===== src/rtl/io_arb_pkg.sv =====
// Shared types and constants for the IO register-window arbiter.
package io_arb_pkg;
  typedef enum logic [1:0] {
    IDLE   = 2'd0,
    ACCESS = 2'd1,
    RESP   = 2'd2
  } state_e;

  localparam logic [31:0] IO_SEG_ADDR    = 32'hFFFF_F000;
  localparam logic [31:0] IO_LED_ADDR    = 32'hFFFF_F004;
  localparam logic [31:0] IO_KEY_ADDR    = 32'hFFFF_F008;
  localparam logic [31:0] IO_BUTTON_ADDR = 32'hFFFF_F012;

  localparam logic [19:0] IO_BASE_HI_DEF = 20'hFFFFF;
endpackage


===== src/rtl/io_bus_arbiter_rr.sv =====
// Combinational two-way round-robin picker; zero latency.
// Masked requesters are ignored; on a tie the master that did not win last time is chosen.
module rr_arb2 (
  input  logic [1:0] req_i,
  input  logic       last_grant_i,
  input  logic [1:0] mask_i,
  output logic       gnt_valid_o,
  output logic       gnt_idx_o
);
  logic [1:0] eff_req;

  assign eff_req     = req_i & ~mask_i;
  assign gnt_valid_o = |eff_req;
  assign gnt_idx_o   = (&eff_req) ? ~last_grant_i : eff_req[1];
endmodule


===== src/rtl/io_bus_arbiter.sv =====
// Two-master round-robin arbiter for the IO window; req sampled in cycle 0, io_ce cycle 1, ack cycle 2.
// Masters hold req until ack; IO_BUS_ARBITER_LOCK_EN adds m*_lock for back-to-back locked re-grants.
module io_bus_arbiter
  import io_arb_pkg::*;
#(
  parameter int          AW         = 32,
  parameter int          DW         = 32,
  parameter logic [19:0] IO_BASE_HI = IO_BASE_HI_DEF
) (
  input  logic          clk,
  input  logic          rst,
  input  logic          m0_req,
  input  logic          m0_we,
  input  logic [AW-1:0] m0_addr,
  input  logic [DW-1:0] m0_wdata,
  output logic          m0_ack,
  output logic          m0_err,
  output logic [DW-1:0] m0_rdata,
  input  logic          m1_req,
  input  logic          m1_we,
  input  logic [AW-1:0] m1_addr,
  input  logic [DW-1:0] m1_wdata,
  output logic          m1_ack,
  output logic          m1_err,
  output logic [DW-1:0] m1_rdata,
  output logic          io_ce,
  output logic          io_we,
  output logic [AW-1:0] io_addr,
  output logic [DW-1:0] io_wdata,
  input  logic [DW-1:0] io_rdata
`ifdef IO_BUS_ARBITER_LOCK_EN
  ,
  input  logic          m0_lock,
  input  logic          m1_lock
`endif
);
  state_e        state_q, state_d;
  logic          gnt_q, gnt_d;
  logic          last_grant_q, last_grant_d;
  logic          err_pend_q, err_pend_d;
  logic          io_ce_q, io_ce_d, io_we_q, io_we_d;
  logic [AW-1:0] io_addr_q, io_addr_d;
  logic [DW-1:0] io_wdata_q, io_wdata_d;
  logic [DW-1:0] m0_rdata_q, m0_rdata_d, m1_rdata_q, m1_rdata_d;
  logic [DW-1:0] cap_rdata;
  logic [1:0]    req, lock, mask;
  logic          pick_vld, pick_idx;
  logic          load, load_idx, lg_upd;

  assign req = {m1_req, m0_req};
`ifdef IO_BUS_ARBITER_LOCK_EN
  assign lock = {m1_lock, m0_lock};
`else
  assign lock = 2'b00;
`endif

  // In RESP the master being acked is masked so a held req counts as a fresh request.
  assign mask = (state_q == RESP) ? (gnt_q ? 2'b10 : 2'b01) : 2'b00;

  rr_arb2 u_rr (
    .req_i       (req),
    .last_grant_i(last_grant_q),
    .mask_i      (mask),
    .gnt_valid_o (pick_vld),
    .gnt_idx_o   (pick_idx)
  );

  assign cap_rdata = (io_ce_q && !io_we_q) ? io_rdata : '0;

  always_comb begin
    state_d      = state_q;
    gnt_d        = gnt_q;
    last_grant_d = last_grant_q;
    err_pend_d   = err_pend_q;
    io_ce_d      = 1'b0;
    io_we_d      = 1'b0;
    io_addr_d    = '0;
    io_wdata_d   = '0;
    m0_rdata_d   = m0_rdata_q;
    m1_rdata_d   = m1_rdata_q;
    load         = 1'b0;
    load_idx     = pick_idx;
    lg_upd       = 1'b0;

    case (state_q)
      IDLE: begin
        if (pick_vld) begin
          load   = 1'b1;
          lg_upd = 1'b1;
        end
      end
      ACCESS: begin
        state_d = RESP;
        if (gnt_q) m1_rdata_d = cap_rdata;
        else       m0_rdata_d = cap_rdata;
      end
      RESP: begin
        if (lock[gnt_q] && req[gnt_q]) begin
          load     = 1'b1;
          load_idx = gnt_q;
        end else if (pick_vld) begin
          load   = 1'b1;
          lg_upd = 1'b1;
        end else begin
          state_d = IDLE;
        end
      end
      default: state_d = IDLE;
    endcase

    if (load) begin
      state_d = ACCESS;
      gnt_d   = load_idx;
      if (lg_upd) last_grant_d = load_idx;
      if (load_idx) begin
        io_we_d    = m1_we;
        io_addr_d  = m1_addr;
        io_wdata_d = m1_wdata;
      end else begin
        io_we_d    = m0_we;
        io_addr_d  = m0_addr;
        io_wdata_d = m0_wdata;
      end
      io_ce_d    = (io_addr_d[AW-1 -: 20] == IO_BASE_HI);
      err_pend_d = !io_ce_d;
    end
  end

  always_ff @(posedge clk) begin
    if (rst) begin
      state_q      <= IDLE;
      gnt_q        <= 1'b0;
      last_grant_q <= 1'b1;
      err_pend_q   <= 1'b0;
      io_ce_q      <= 1'b0;
      io_we_q      <= 1'b0;
      io_addr_q    <= '0;
      io_wdata_q   <= '0;
      m0_rdata_q   <= '0;
      m1_rdata_q   <= '0;
    end else begin
      state_q      <= state_d;
      gnt_q        <= gnt_d;
      last_grant_q <= last_grant_d;
      err_pend_q   <= err_pend_d;
      io_ce_q      <= io_ce_d;
      io_we_q      <= io_we_d;
      io_addr_q    <= io_addr_d;
      io_wdata_q   <= io_wdata_d;
      m0_rdata_q   <= m0_rdata_d;
      m1_rdata_q   <= m1_rdata_d;
    end
  end

  assign m0_ack   = (state_q == RESP) && !gnt_q;
  assign m1_ack   = (state_q == RESP) && gnt_q;
  assign m0_err   = m0_ack && err_pend_q;
  assign m1_err   = m1_ack && err_pend_q;
  assign m0_rdata = m0_rdata_q;
  assign m1_rdata = m1_rdata_q;
  assign io_ce    = io_ce_q;
  assign io_we    = io_we_q;
  assign io_addr  = io_addr_q;
  assign io_wdata = io_wdata_q;
endmodule


===== config.mk =====
export PLATFORM = sky130hd
export DESIGN_NAME = io_bus_arbiter
export DESIGN_NICKNAME = d
export VERILOG_FILES = /design/src/rtl/io_arb_pkg.sv /design/src/rtl/io_bus_arbiter_rr.sv /design/src/rtl/io_bus_arbiter.sv
export SDC_FILE = /design/constraint.sdc
export NUM_CORES = 1
export LEC_CHECK = 0
export CORE_ASPECT_RATIO = 1.4
export CORE_MARGIN = 8
export CORE_UTILIZATION = 30
export DETAILED_ROUTE_END_ITERATION = 16
export PLACE_DENSITY_LB_ADDON = 0.15
export SETUP_SLACK_MARGIN = 0.3
export SYNTH_ARGS = -nofsm -noshare
export SYNTH_HDL_FRONTEND = slang
export SYNTH_SLANG_ARGS = --single-unit

===== constraint.sdc =====
create_clock -name clk -period 1.5 [get_ports clk]
set_input_delay 0.45 -clock clk [delete_from_list [all_inputs] [get_ports clk]]
set_output_delay 0.45 -clock clk [all_outputs]
set_load 0.02 [all_outputs]

## Word-level counts from Yosys, hierarchy flattened

Index checks and enable logic that the tools add are counted.

- Word-level logic and storage cells: 67
- Output and inout port bits: 134
- Input bits: 166
- Flip-flop bits (word level): 135

- $lt $le $gt $ge: 1
- Bitwise gates (word level): 6
- Equal/unequal tests: 8
- Muxes and demuxes: 22
- Reduce and logical (&&, ||, !) cells: 19

Operator list:

| cell | count |
|---|---|
| $mux 32 | 4 |
| $eq 20x20->1 const B | 1 |
| $mux 1 | 11 |
| $mux 2 | 4 |
| $reduce_and 2->1 | 4 |
| $logic_and 1x1->1 | 6 |
| $ne 2x2->1 const B | 3 |
| $ne 3x3->1 const B | 2 |
| $pmux 2 s3 | 1 |
| $reduce_and 3->1 | 2 |
| $reduce_or 2->1 | 3 |
| $not 1->1 | 4 |
| $pmux 1 s2 | 2 |
| $logic_not 1->1 | 3 |
| $and 2x2->2 | 1 |
| $eq 2x1->1 const B | 1 |
| $eq 2x2->1 const B | 1 |
| $logic_not 2->1 | 1 |
| $lt 1x2->1 const B | 1 |
| $not 2->2 | 1 |

## Logic depth before layout (Yosys ltp)

- Depth after elaboration: 12
- Gate-level depth with buffers: 9
- Depth with buffers taken out: 5

## Hierarchy

From an unflattened synthesis, not the netlist that was laid out.

- Cell total of the unflattened synthesis: 552
- Area, all modules: 5031.1 um2

Modules (own cells, without submodules):

| module | instances | cells each | seq. area each (um2) | area each (um2) |
|---|---|---|---|---|
| io_bus_arbiter | 1 | 547 | 2702.6 | 4992.3 |
| rr_arb2 | 1 | 5 | 0.0 | 38.8 |

## Worst setup path after synthesis

Ideal clock, no wire load.

- Path kind: reg-to-reg
- Start point: register gnt_q
- End point: register io_wdata_q[15] (netlist: io_wdata[15])
- Clock period less this slack: 1741 ps
- Path buffers: 5
- Arrival time: 1626 ps
- Required time: 1385 ps
- Library setup time: 115 ps
- Cell stages (with the launch flop): 10
- Path slack: -241 ps
- Path through: dfxtp_1 -> buf_4 -> and3b_1 -> clkbuf_1 -> a311o_1 -> buf_2 -> buf_6 -> buf_6 -> nand2_1 -> a21oi_2

- Word-level cells in the longest chain between the ends: 10
- Elaborated cells between the ends (all ways): 18
- Classes of those cells: 11 x mux; 3 x bitwise; 4 x reduce/logical

RTL lines:

| element | RTL line | text |
|---|---|---|
| start, declared | io_bus_arbiter.sv:38 | `logic gnt_q, gnt_d;` |
| start signal, assigned | io_bus_arbiter.sv:143 | `gnt_q <= gnt_d;` |
| $mux 2 (2 in a row) | io_bus_arbiter.sv:58 | `assign mask = (state_q == RESP) ? (gnt_q ? 2'b10 : 2'b01) : 2'b00;` |
| $not 2->2 | io_bus_arbiter_rr.sv:12 | `assign eff_req = req_i & ~mask_i;` |
| $and 2x2->2 | io_bus_arbiter_rr.sv:12 |  |
| $reduce_or 2->1 | io_bus_arbiter_rr.sv:13 | `assign gnt_valid_o = \|eff_req;` |
| $mux 1 | io_bus_arbiter.sv:87, io_bus_arbiter.sv:101 |  |
| $mux 1 | io_bus_arbiter.sv:98 | `if (lock[gnt_q] && req[gnt_q]) begin` |
| $pmux 1 s2 | io_bus_arbiter.sv:85 | `case (state_q)` |
| $not 1->1 (no source line) | - |  |
| $reduce_or 2->1 (no source line) | - |  |
| end signal, assigned | io_bus_arbiter.sv:149 | `io_wdata_q <= io_wdata_d;` |
| end, declared | io_bus_arbiter.sv:43 | `logic [DW-1:0] io_wdata_q, io_wdata_d;` |

Parallel ways exist; a longest one is shown, timed or not. The select of a mux whose other input is x is not followed.
A chain may end at the register's enable or synchronous reset.

## Worst setup path in the final report

- Start point: register gnt_q
- End point: register io_addr_q[15] (netlist: io_addr[15])

- Word-level cells in the longest chain between the ends: 10
- Elaborated cells between the ends (all ways): 19
- Classes of those cells: 12 x mux; 3 x bitwise; 4 x reduce/logical

RTL lines:

| element | RTL line | text |
|---|---|---|
| $mux 2 (2 in a row) | io_bus_arbiter.sv:58 |  |
| $not 2->2 | io_bus_arbiter_rr.sv:12 |  |
| $and 2x2->2 | io_bus_arbiter_rr.sv:12 |  |
| $reduce_or 2->1 / $reduce_and 2->1 (equally long branches) | io_bus_arbiter_rr.sv:13, io_bus_arbiter_rr.sv:14 |  |
| $mux 1, on equally long branches | io_bus_arbiter.sv:87, io_bus_arbiter.sv:101, io_bus_arbiter_rr.sv:14 |  |
| $mux 1 | io_bus_arbiter.sv:98 |  |
| $pmux 1 s2 / $mux 1 (equally long branches) | io_bus_arbiter.sv:85 |  |
| $not 1->1 (no source line) / $mux 32 (equally long branches) | - |  |
| $reduce_or 2->1 (no source line) / $mux 32 (equally long branches) | - |  |
| end signal, assigned | io_bus_arbiter.sv:148 | `io_addr_q <= io_addr_d;` |
| end, declared | io_bus_arbiter.sv:42 | `logic [AW-1:0] io_addr_q, io_addr_d;` |

Parallel ways exist; a longest one is shown, timed or not. The select of a mux whose other input is x is not followed.

==> results by group <==
Run status
  • Status: finished, violations left
  • Failing checks: negative setup slack

Clock network
  • CTS tree: yes
  • CTS H-tree lvls: 4
  • Hold Buf Count CTS: 0
  • Clk sink count: between 100 and 150
  • Clock slew at reported path FFs: ~0.050 ns
  • Maximum buffer depth of the clock tree: 2
  • Num CTS Buffers: 17
  • Root Driver: clkbuf_16
  • Worst-Skew Late Latency: slightly above 0.4 ns

Final layout
  • Fill cells: approximately 1400
  • Fin nets: roughly 1100
  • Most frequent cells in the layout: 168 x nand2_1, 162 x clkdlybuf4s50_1, 141 x buf_6
  • Most common cell after layout, fill and taps aside: nand2_1
  • Area Growth Syn to Fin: 105%
  • Layout Cells excl Fill: ~1200
  • Proportion of layout cells with a drive suffix above 1: 49.9%
  • Design area: about 10000 µm²

GRT
  • Global-route wire length before repair: 33400 µm
  • Largest net degree at the start of global routing: 69
  • Total gr overflow: 0
  • Antenna violations before repair: 4
  • Vias in the first global route: ~5900
  • GRT Total Usage: 20.1%

Die
  • FP Rows: 56
  • Initial core utilization: between 30% and 40%
  • Num ports: 300
  • Die ar.: between 20000 and 25000 µm²
  • Chip height: 170 µm
  • X dimension of the die: ~130 µm
  • Core region area: 16700 µm²

Synth
  • Syn Inst Count: 620
  • Yosys top cell area share: a little over half
  • Synth unique cells: 28
  • Post-synth top area cell: dfxtp_1
  • Synth area leaders: dfxtp_1 53%, nand2_1 14%, a21oi_1 8.9%
  • Area of the mapped netlist: just over 5000 µm²
  • Synthesized flop and latch total: approximately 140
  • Syn Area/Cell: ~8 µm²
  • Sequential fraction of the synthesis area: a little over half
  • Post-Syn Nets: 786
  • Ys Warns: 0

Placement
  • Detail Placement HPWL: 15800 µm
  • RD Place Congestion: about 0.8
  • Port bufs: around 300
  • Area after DPL: around 8600 µm²
  • Placed insts: about 1100

Timing
  • Max Transition Viols Final: 0
  • Tightest Pin Transition: about 0.41 ns
  • Rel. slew slack: about 73%
  • FMAX: 0.575 GHz
  • Fin. Hold Viols: 0
  • Final worst path period need: between 1.5 and 2 ns
  • Final setup margin: -0.238 ns
  • Final setup fails: 73
  • Skew final: 0.00707 ns
  • Hold WS: 0.457 ns
  • TNS Setup: -13.99 ns
  • Period utilisation layout: 116%
  • RSZ-0062 raised after global routing: yes

Detailed routing
  • DRT iter0 DRCs: 412
  • Drt drc: 0
  • WL per Instance: 20.0 µm
  • Number of vias per cell: 4.95
  • DRT antenna net count: 0
  • Via count: just under 6000
  • DRT Pass-1 Iters: 4
  • Final wirelength: about 24000 µm

Worst setup path
  • Critical Path Sink Type: flop
  • Crit. Startpoint: gnt_q
  • Crit Path Max Fanout: 10
  • Launching point of the worst reg2reg path: gnt_q
  • Critical path class: reg2reg
  • Critical path required time: ~1.8 ns
  • Startpoint Class: flop
  • Arr. time, crit path: 2.06 ns

Pwr
  • P_leak: around 4.2 nW
  • VDD IR max: 0.000514 V
  • Pwr Density: between 900 and 1000 nW/µm²

Min path
  • Hold Crit Class: reg2reg
  • Min-delay src: m1_rdata[2]

Job
  • Max cap viols: 0
-- synthesized netlist by cell type --
library cell and number:
a32o_1 1, and2_1 3, nor2_1 7, nor4_1 1
a31oi_1 1, a311o_1 1, a21oi_1 91, nand2_1 195
inv_1 2, buf_1 2, nor3_1 1, a21oi_2 40
or2_1 1, buf_2 6, o21ai_1 1, nand3_1 66
a2bb2oi_1 1, dfxtp_1 135, mux2i_1 1, nand4_1 10
nand2b_1 3, buf_6 8, a211o_1 1, clkbuf_1 35
a311oi_2 1, and3b_1 1, buf_4 2, nor2b_1 3
-- path summary, 6_finish.rpt --
check	cells past startpoint	to	slack, ns
min reg2reg	2	m1_rdata[2]	0.46
max	7	io_addr[15]	-0.24
min	2	m1_rdata[2]	0.46
max reg2reg	7	io_addr[15]	-0.24
-- critical path, stage by stage, from the launching register on --
cell,delay (ns)
dfxtp_4,0.35
buf_6,0.11
mux2i_1,0.11
a211o_1,0.32
or2_4,0.30
buf_4,0.15
clkbuf_16,0.16
a21oi_2,0.15
-- cell families after synthesis --
logic type             after synthesis  share of synthesized area [%]
multiplexers                         1                          0.196
buffers and inverters               55                           5.52
AND/OR/NAND/NOR                    291                           24.2
flip-flops                         135                           53.0
AO/OA/AOI/OAI                      138                           17.1
-- stage by stage --
stage               utilization [%]  power, mW  setup slack [ns]
floorplan                         -       4.52           -0.0948
global placement               51.4       5.43            -0.637
detailed placement             51.4       5.45            -0.679
CTS                            59.8       9.73            -0.229
global route                   62.8       10.2            -0.292
finish                         62.8       9.79            -0.238
-- sequential cells by signal, summed over array words and instances, names as in the netlist --
name,count
m1_rdata,32
gnt_q,1
err_pend_q,1
io_we,1
io_ce,1
io_addr,32
state_q,2
m0_rdata,32
io_wdata,32
last_grant_q,1
-- final cells by class --
| cell class | instances | area (µm²) | share of cell area (%) |
|---|---|---|---|
| Inverter | 2 | 10.0 | 0.0956 |
| Timing Repair Buffer | 389 | 4420 | 42.2 |
| Sequential cell | 135 | 2870 | 27.4 |
| Multi-Input combinational cell | 430 | 2360 | 22.5 |
| Tap cell | 203 | 254 | 2.43 |
| Clock buffer | 22 | 474 | 4.53 |
| Clock inverter | 8 | 75.1 | 0.717 |
| Antenna cell | 4 | 10.0 | 0.0956 |
-- power breakdown --
part	switching, mW	internal (mW)	leakage (nW)	total [mW]
Clock	1.51	2.38	0.260	3.89
Combinational	0.917	1.17	2.76	2.08
Sequential	0.0750	3.74	1.16	3.82
-- layer usage --
| layer | GRT usage (%) | routed length (µm) | share of wire, % |
|---|---|---|---|
| met5 | 0 | 0 | 0 |
| met1 | 18.6 | 7940 | 33 |
| met4 | 8.45 | 1090 | 4.5 |
| met3 | 9.05 | 2100 | 8.8 |
| met2 | 37.5 | 12800 | 53 |
-- timing repair --
item,in CTS,in global routing
cloned,10,10
gates resized for setup,990,34
buffers inserted,11,19
pin swaps,4,28
endpoints found under the setup margin,268,268
No activity file was read; power rests on OpenSTA's default activity.
